### src/rtl/cs_resolve_pkg.sv
// Shared types and helpers for the carry-save resolver.
package cs_resolve_pkg;

    typedef enum logic [1:0] {
        IDLE,
        ADD,
        DONE
    } state_e;

    function automatic int num_chunks(input int iw, input int cw);
        return (iw + cw - 1) / cw;
    endfunction

endpackage

### src/rtl/cs_chunk_add.sv
// One chunk of the resolver: a plain adder with carry-in and carry-out.
module cs_chunk_add #(
    parameter int width = 16
) (
    input  logic [width-1:0] a,
    input  logic [width-1:0] b,
    input  logic             cin,
    output logic [width-1:0] s,
    output logic             cout
);

    assign {cout, s} = {1'b0, a} + {1'b0, b} + {{width{1'b0}}, cin};

endmodule

### src/rtl/cs_resolve.sv
// Resolves a carry-save pair into a binary sum, one chunk per cycle,
// reusing a single chunk adder.
module cs_resolve
    import cs_resolve_pkg::*;
#(
    parameter int input_width = 64,
    parameter int chunk_width = 16,
    parameter bit verif_en    = 0
) (
    input  logic                   clk,
    input  logic                   reset,
    input  logic                   IN_VALID,
    output logic                   IN_READY,
    input  logic [input_width-1:0] IN0,
    input  logic [input_width-1:0] IN1,
    output logic                   OUT_VALID,
    input  logic                   OUT_READY,
    output logic [input_width-1:0] SUM,
    output logic                   CARRY_OUT
);

    localparam int N   = num_chunks(input_width, chunk_width);
    localparam int PW  = N * chunk_width;
    localparam int LW  = input_width - (N - 1) * chunk_width;
    localparam int LWI = LW % chunk_width;
    localparam int IW  = (N > 1) ? $clog2(N) : 1;
    localparam logic [IW-1:0] LAST = IW'(N - 1);

    state_e                 state_q, state_d;
    logic [input_width-1:0] op0_q, op0_d;
    logic [input_width-1:0] op1_q, op1_d;
    logic [input_width-1:0] sum_q, sum_d;
    logic [input_width-1:0] sum_wr;
    logic                   carry_q, carry_d;
    logic                   cout_q, cout_d;
    logic [IW-1:0]          idx_q, idx_d;

    logic [PW-1:0]          op0_pad, op1_pad;
    logic [chunk_width-1:0] a_arr [N];
    logic [chunk_width-1:0] b_arr [N];
    logic [chunk_width-1:0] a_c, b_c, s_c;
    logic                   c_c, c_top;

    // Zero padding above input_width keeps the last chunk's adder honest.
    assign op0_pad = PW'(op0_q);
    assign op1_pad = PW'(op1_q);

    for (genvar k = 0; k < N; k++) begin : g_ch
        assign a_arr[k] = op0_pad[k*chunk_width +: chunk_width];
        assign b_arr[k] = op1_pad[k*chunk_width +: chunk_width];
    end

    assign a_c = a_arr[idx_q];
    assign b_c = b_arr[idx_q];

    cs_chunk_add #(
        .width (chunk_width)
    ) u_add (
        .a    (a_c),
        .b    (b_c),
        .cin  (carry_q),
        .s    (s_c),
        .cout (c_c)
    );

    for (genvar i = 0; i < input_width; i++) begin : g_wr
        assign sum_wr[i] = (idx_q == IW'(i / chunk_width))
                         ? s_c[i % chunk_width] : sum_q[i];
    end

    // A short last chunk carries out of bit LW, not out of the adder top.
    assign c_top = (LW == chunk_width) ? c_c : s_c[LWI];

    always_comb begin
        state_d = state_q;
        op0_d   = op0_q;
        op1_d   = op1_q;
        sum_d   = sum_q;
        carry_d = carry_q;
        cout_d  = cout_q;
        idx_d   = idx_q;
        unique case (state_q)
            IDLE: begin
                if (IN_VALID) begin
                    op0_d   = IN0;
                    op1_d   = IN1;
                    carry_d = 1'b0;
                    idx_d   = '0;
                    state_d = ADD;
                end
            end
            ADD: begin
                sum_d   = sum_wr;
                carry_d = c_c;
                if (idx_q == LAST) begin
                    cout_d  = c_top;
                    idx_d   = '0;
                    state_d = DONE;
                end else begin
                    idx_d = idx_q + IW'(1);
                end
            end
            DONE: begin
                if (OUT_READY) begin
                    state_d = IDLE;
                end
            end
            default: state_d = IDLE;
        endcase
    end

    always_ff @(posedge clk or posedge reset) begin
        if (reset) begin
            state_q <= IDLE;
            op0_q   <= '0;
            op1_q   <= '0;
            sum_q   <= '0;
            carry_q <= 1'b0;
            cout_q  <= 1'b0;
            idx_q   <= '0;
        end else begin
            state_q <= state_d;
            op0_q   <= op0_d;
            op1_q   <= op1_d;
            sum_q   <= sum_d;
            carry_q <= carry_d;
            cout_q  <= cout_d;
            idx_q   <= idx_d;
        end
    end

    assign IN_READY  = (state_q == IDLE);
    assign OUT_VALID = (state_q == DONE);
    assign SUM       = sum_q;
    assign CARRY_OUT = cout_q;

    if (verif_en) begin : g_chk
        a_param: assert property (@(posedge clk)
            input_width >= 1 && chunk_width >= 1 &&
            chunk_width <= input_width);
        a_hold: assert property (@(posedge clk) disable iff (reset)
            (OUT_VALID && !OUT_READY) |=> ($stable(SUM) && $stable(CARRY_OUT)));
    end

endmodule

### config.mk
export PLATFORM = sky130hd
export DESIGN_NAME = cs_resolve
export DESIGN_NICKNAME = d
export VERILOG_FILES = /design/src/rtl/cs_resolve_pkg.sv /design/src/rtl/cs_chunk_add.sv /design/src/rtl/cs_resolve.sv
export SDC_FILE = /design/constraint.sdc
export NUM_CORES = 1
export LEC_CHECK = 0
export CORE_UTILIZATION = 55
export DETAILED_ROUTE_END_ITERATION = 10
export PLACE_DENSITY = 0.85
export SLEW_MARGIN = 20
export SYNTH_ARGS = -nofsm -noshare
export SYNTH_HDL_FRONTEND = slang
export SYNTH_SLANG_ARGS = --single-unit
### constraint.sdc
create_clock -name clk -period 10.7 [get_ports clk]
set_input_delay 2.675 -clock clk [delete_from_list [all_inputs] [get_ports clk]]
set_output_delay 2.675 -clock clk [all_outputs]
set_load 0.005 [all_outputs]
==> reports/results.ini <==
[critical_path]
cp-end-kind = register
path_max_fanout = 92
critPathMaxStageDelay_ns = 0.79
crit_chain = clkdlybuf4s50_1 > nand2b_1 > nor2_4 > buf_6 > mux2_2
startpoint = IN_VALID
timing.rr.start = idx_q[0]
crit_required_ns = 11.03
worstSetupPathType = primary input to register
cpMaxStageDelayCell = nor2_4
cp.arrival_ns = 5.28
critPathLaunchType = primary input

[clock_tree]
clkTransAtPathRegs_ns = 0.07
tritoncts = built
ctsResizeCount = 0
hold_buffers = 0
cts_root_buf = clkbuf_16
postCtsSetupBuffers = 0
clock-sinks = 198
cts_buffers = 17
clk_latency_ns = 0.45
htree_levels = 4
clockBufferDepth = 2

[grt]
grt_pass1_wl_um = 35700
antenna_found_initial = 0
grt_overflow = 0
grt_max_degree = 112
grt_pass1_vias = 6739
track_usage_pct = 26.8

[synthesis]
syn_area_sq_um = 9180
syn_avg_cell_area_sq_um = 13.0
synth_cell_types = 48
seq_area_frac_synth_pct = 54.0
synthCells = 707
synth-edff-count = 0
ys_async_sr_fraction_pct = 100
ys_warn_count = 0
ys_ff_latch = 198
syn_nets = 860
synth-main-ff-cell = dfrtp_1

[cells_and_area]
layout-drive-gt1-share_pct = 22.8
layout_common_cells = 198 x clkdlybuf4s50_1, 197 x dfrtp_1, 128 x mux2_2
n_fill_cell = 1013
final_cells = 1117
layout.nets = 1040
layout-area-overhead-vs-synth_pct = 30.0
final_common_cell = clkdlybuf4s50_1

[timing]
finClkSkew_ns = 0.00891
whs_ns = 0.483
finalCriticalPeriod_ns = 4.96
hold_viol = 0
tightest_slew_ns = 1.08
clock.fmax_ghz = 0.202
slew_violations = 0
setup_viol = 0
tns_ns = 0
max_slew_margin_pct = 27.6
period_share_pct = 46.3
rsz0062_at_grt = false

[power_and_ir_drop]
power_density_nw_per_um2 = 385
sw_frac_of_total_pct = 41.8
peakVddDrop_mv = 0.220
intPower_uw = 2680
power.switching_uw = 1920
power_leakage_uw = 0.00499
seqPwrFrac_pct = 29.3
clkPwrFrac_pct = 14.6
pwr-share-comb_pct = 56.1

[drt]
avgRoutedWirePerCell_um = 19.4
drt_drc_violations_left = 0
num_vias = 6482
dr.pass1.iters = 5
drt_iter0_markers = 510
ant_nets = 0
drt-vias-per-instance = 5.80
routed_wl_um = 21700

[die]
rows = 46
io_pins = 199
coreArea_sq_um = 16100
dieArea_sq_um = 17200
fp.dieW_um = 131
die_h_um = 131
start_util_pct = 57.0

[placement]
portBuffers = 198
dp.cells = 1084
dp_hpwl_um = 15700
place_congestion = 0.896

[outcome]
status = finished, final reports clean

[min_path]
hold_start = SUM[46]
hold_path.class = register to register

[run]
drv_cap = 0

## per-stage QoR
step | util (%) | area [sq um] | power, uW | setup WS, ns
3_3_place_gp | 70.1 | 11300 | 3750 | 5.20
3_5_place_dp | 70.1 | 11300 | 3900 | 5.06
6_report | 74.1 | 11900 | 4600 | 5.74
5_1_grt | 74.1 | 11900 | 4910 | 5.61
4_1_cts | 74.0 | 11900 | 4580 | 5.50
2_1_floorplan | - | 9180 | 3090 | 2.63
## synthesized netlist by cell type, types with 3 or more instances
cell type	instances	share of area, %
mux2_2	128	16
ha_1	19	2.6
o21ai_0	30	1.6
a211o_1	7	0.67
o21ai_1	3	0.16
nor4_1	4	0.27
nor2_1	4	0.16
nand3_1	13	0.71
o2111ai_1	3	0.29
and3_1	5	0.34
nand2_1	81	3.3
xor2_1	4	0.38
buf_2	22	1.2
a21o_1	9	0.74
nand4_1	14	0.95
clkbuf_1	18	0.74
inv_1	10	0.41
and2_1	6	0.41
o311ai_0	3	0.29
or3_1	4	0.27
a21oi_1	25	1.4
nor3_1	6	0.33
mux4_2	32	7.8
nand2b_1	7	0.48
o31ai_1	21	1.7
dfrtp_1	198	54
## cell type report
| cell class | instances | area, sq um | share of cell area [%] |
|---|---|---|---|
| well taps | 216 | 270 | 2.26 |
| clock buffers | 17 | 425 | 3.56 |
| diodes | 1 | 2.50 | 0.0210 |
| inverters | 10 | 45.0 | 0.377 |
| clock inverters | 15 | 195 | 1.64 |
| repair buffers | 203 | 2030 | 17.0 |
| multi-input cells | 457 | 4020 | 33.6 |
| flip-flops and latches | 198 | 4960 | 41.5 |
## final timing paths
path / cells past startpoint / slack (ns) / to
worst min register to register: 2 / 0.48 / SUM[46]
worst max register to register: 8 / 6.90 / SUM[45]
worst min-delay path: 2 / 0.48 / SUM[46]
min in group asynchronous: 2 / 2.73 / state_q[1]
max in group asynchronous: 3 / 6.63 / op1_pad[18]
worst max-delay path: 5 / 5.74 / op1_pad[2]
## state kept, by name (all words and copies together) (netlist names)
name	count
SUM	64
op0_pad	64
op1_pad	64
state_q	2
carry_q	1
CARRY_OUT	1
idx_q	2
## cells by family (layout without fill, tap and decap cells)
group           after synthesis  count (layout)  share of synthesized area [%]
compound gates              119             119                           8.57
xor+xnor                      6               6                          0.572
fa+ha+maj                    21              21                           3.02
buf+inv                      52             245                           2.43
flops                       198             198                           54.0
mux                         160             160                           23.5
other cells                   0               1                              0
simple gates                151             151                           7.90
## power by group through the flow
stage                     clock (uW)  combinational (uW)  sequential (uW)
final                            673                2580             1350
after CTS                        682                2550             1350
after floorplan                    0                1800             1300
after global routing             712                2800             1390
after detailed placement           0                2530             1360
after global placement             0                2430             1320
## per-layer routing
layer	track usage (%)	vias up	part of all wire, %
met4	9.08	0	2.1
met1	35.3	3210	43
met5	0	-	0
met2	42.6	269	48
li1	-	2967	-
met3	7.99	36	7.9
## critical path, delay by kind of cell
kind                   cells  cell delay (ns)
buffers and inverters      2             1.19
AND/OR/NAND/NOR            2             0.91
multiplexers               1             0.42
(Power assumes the default switching activity.)
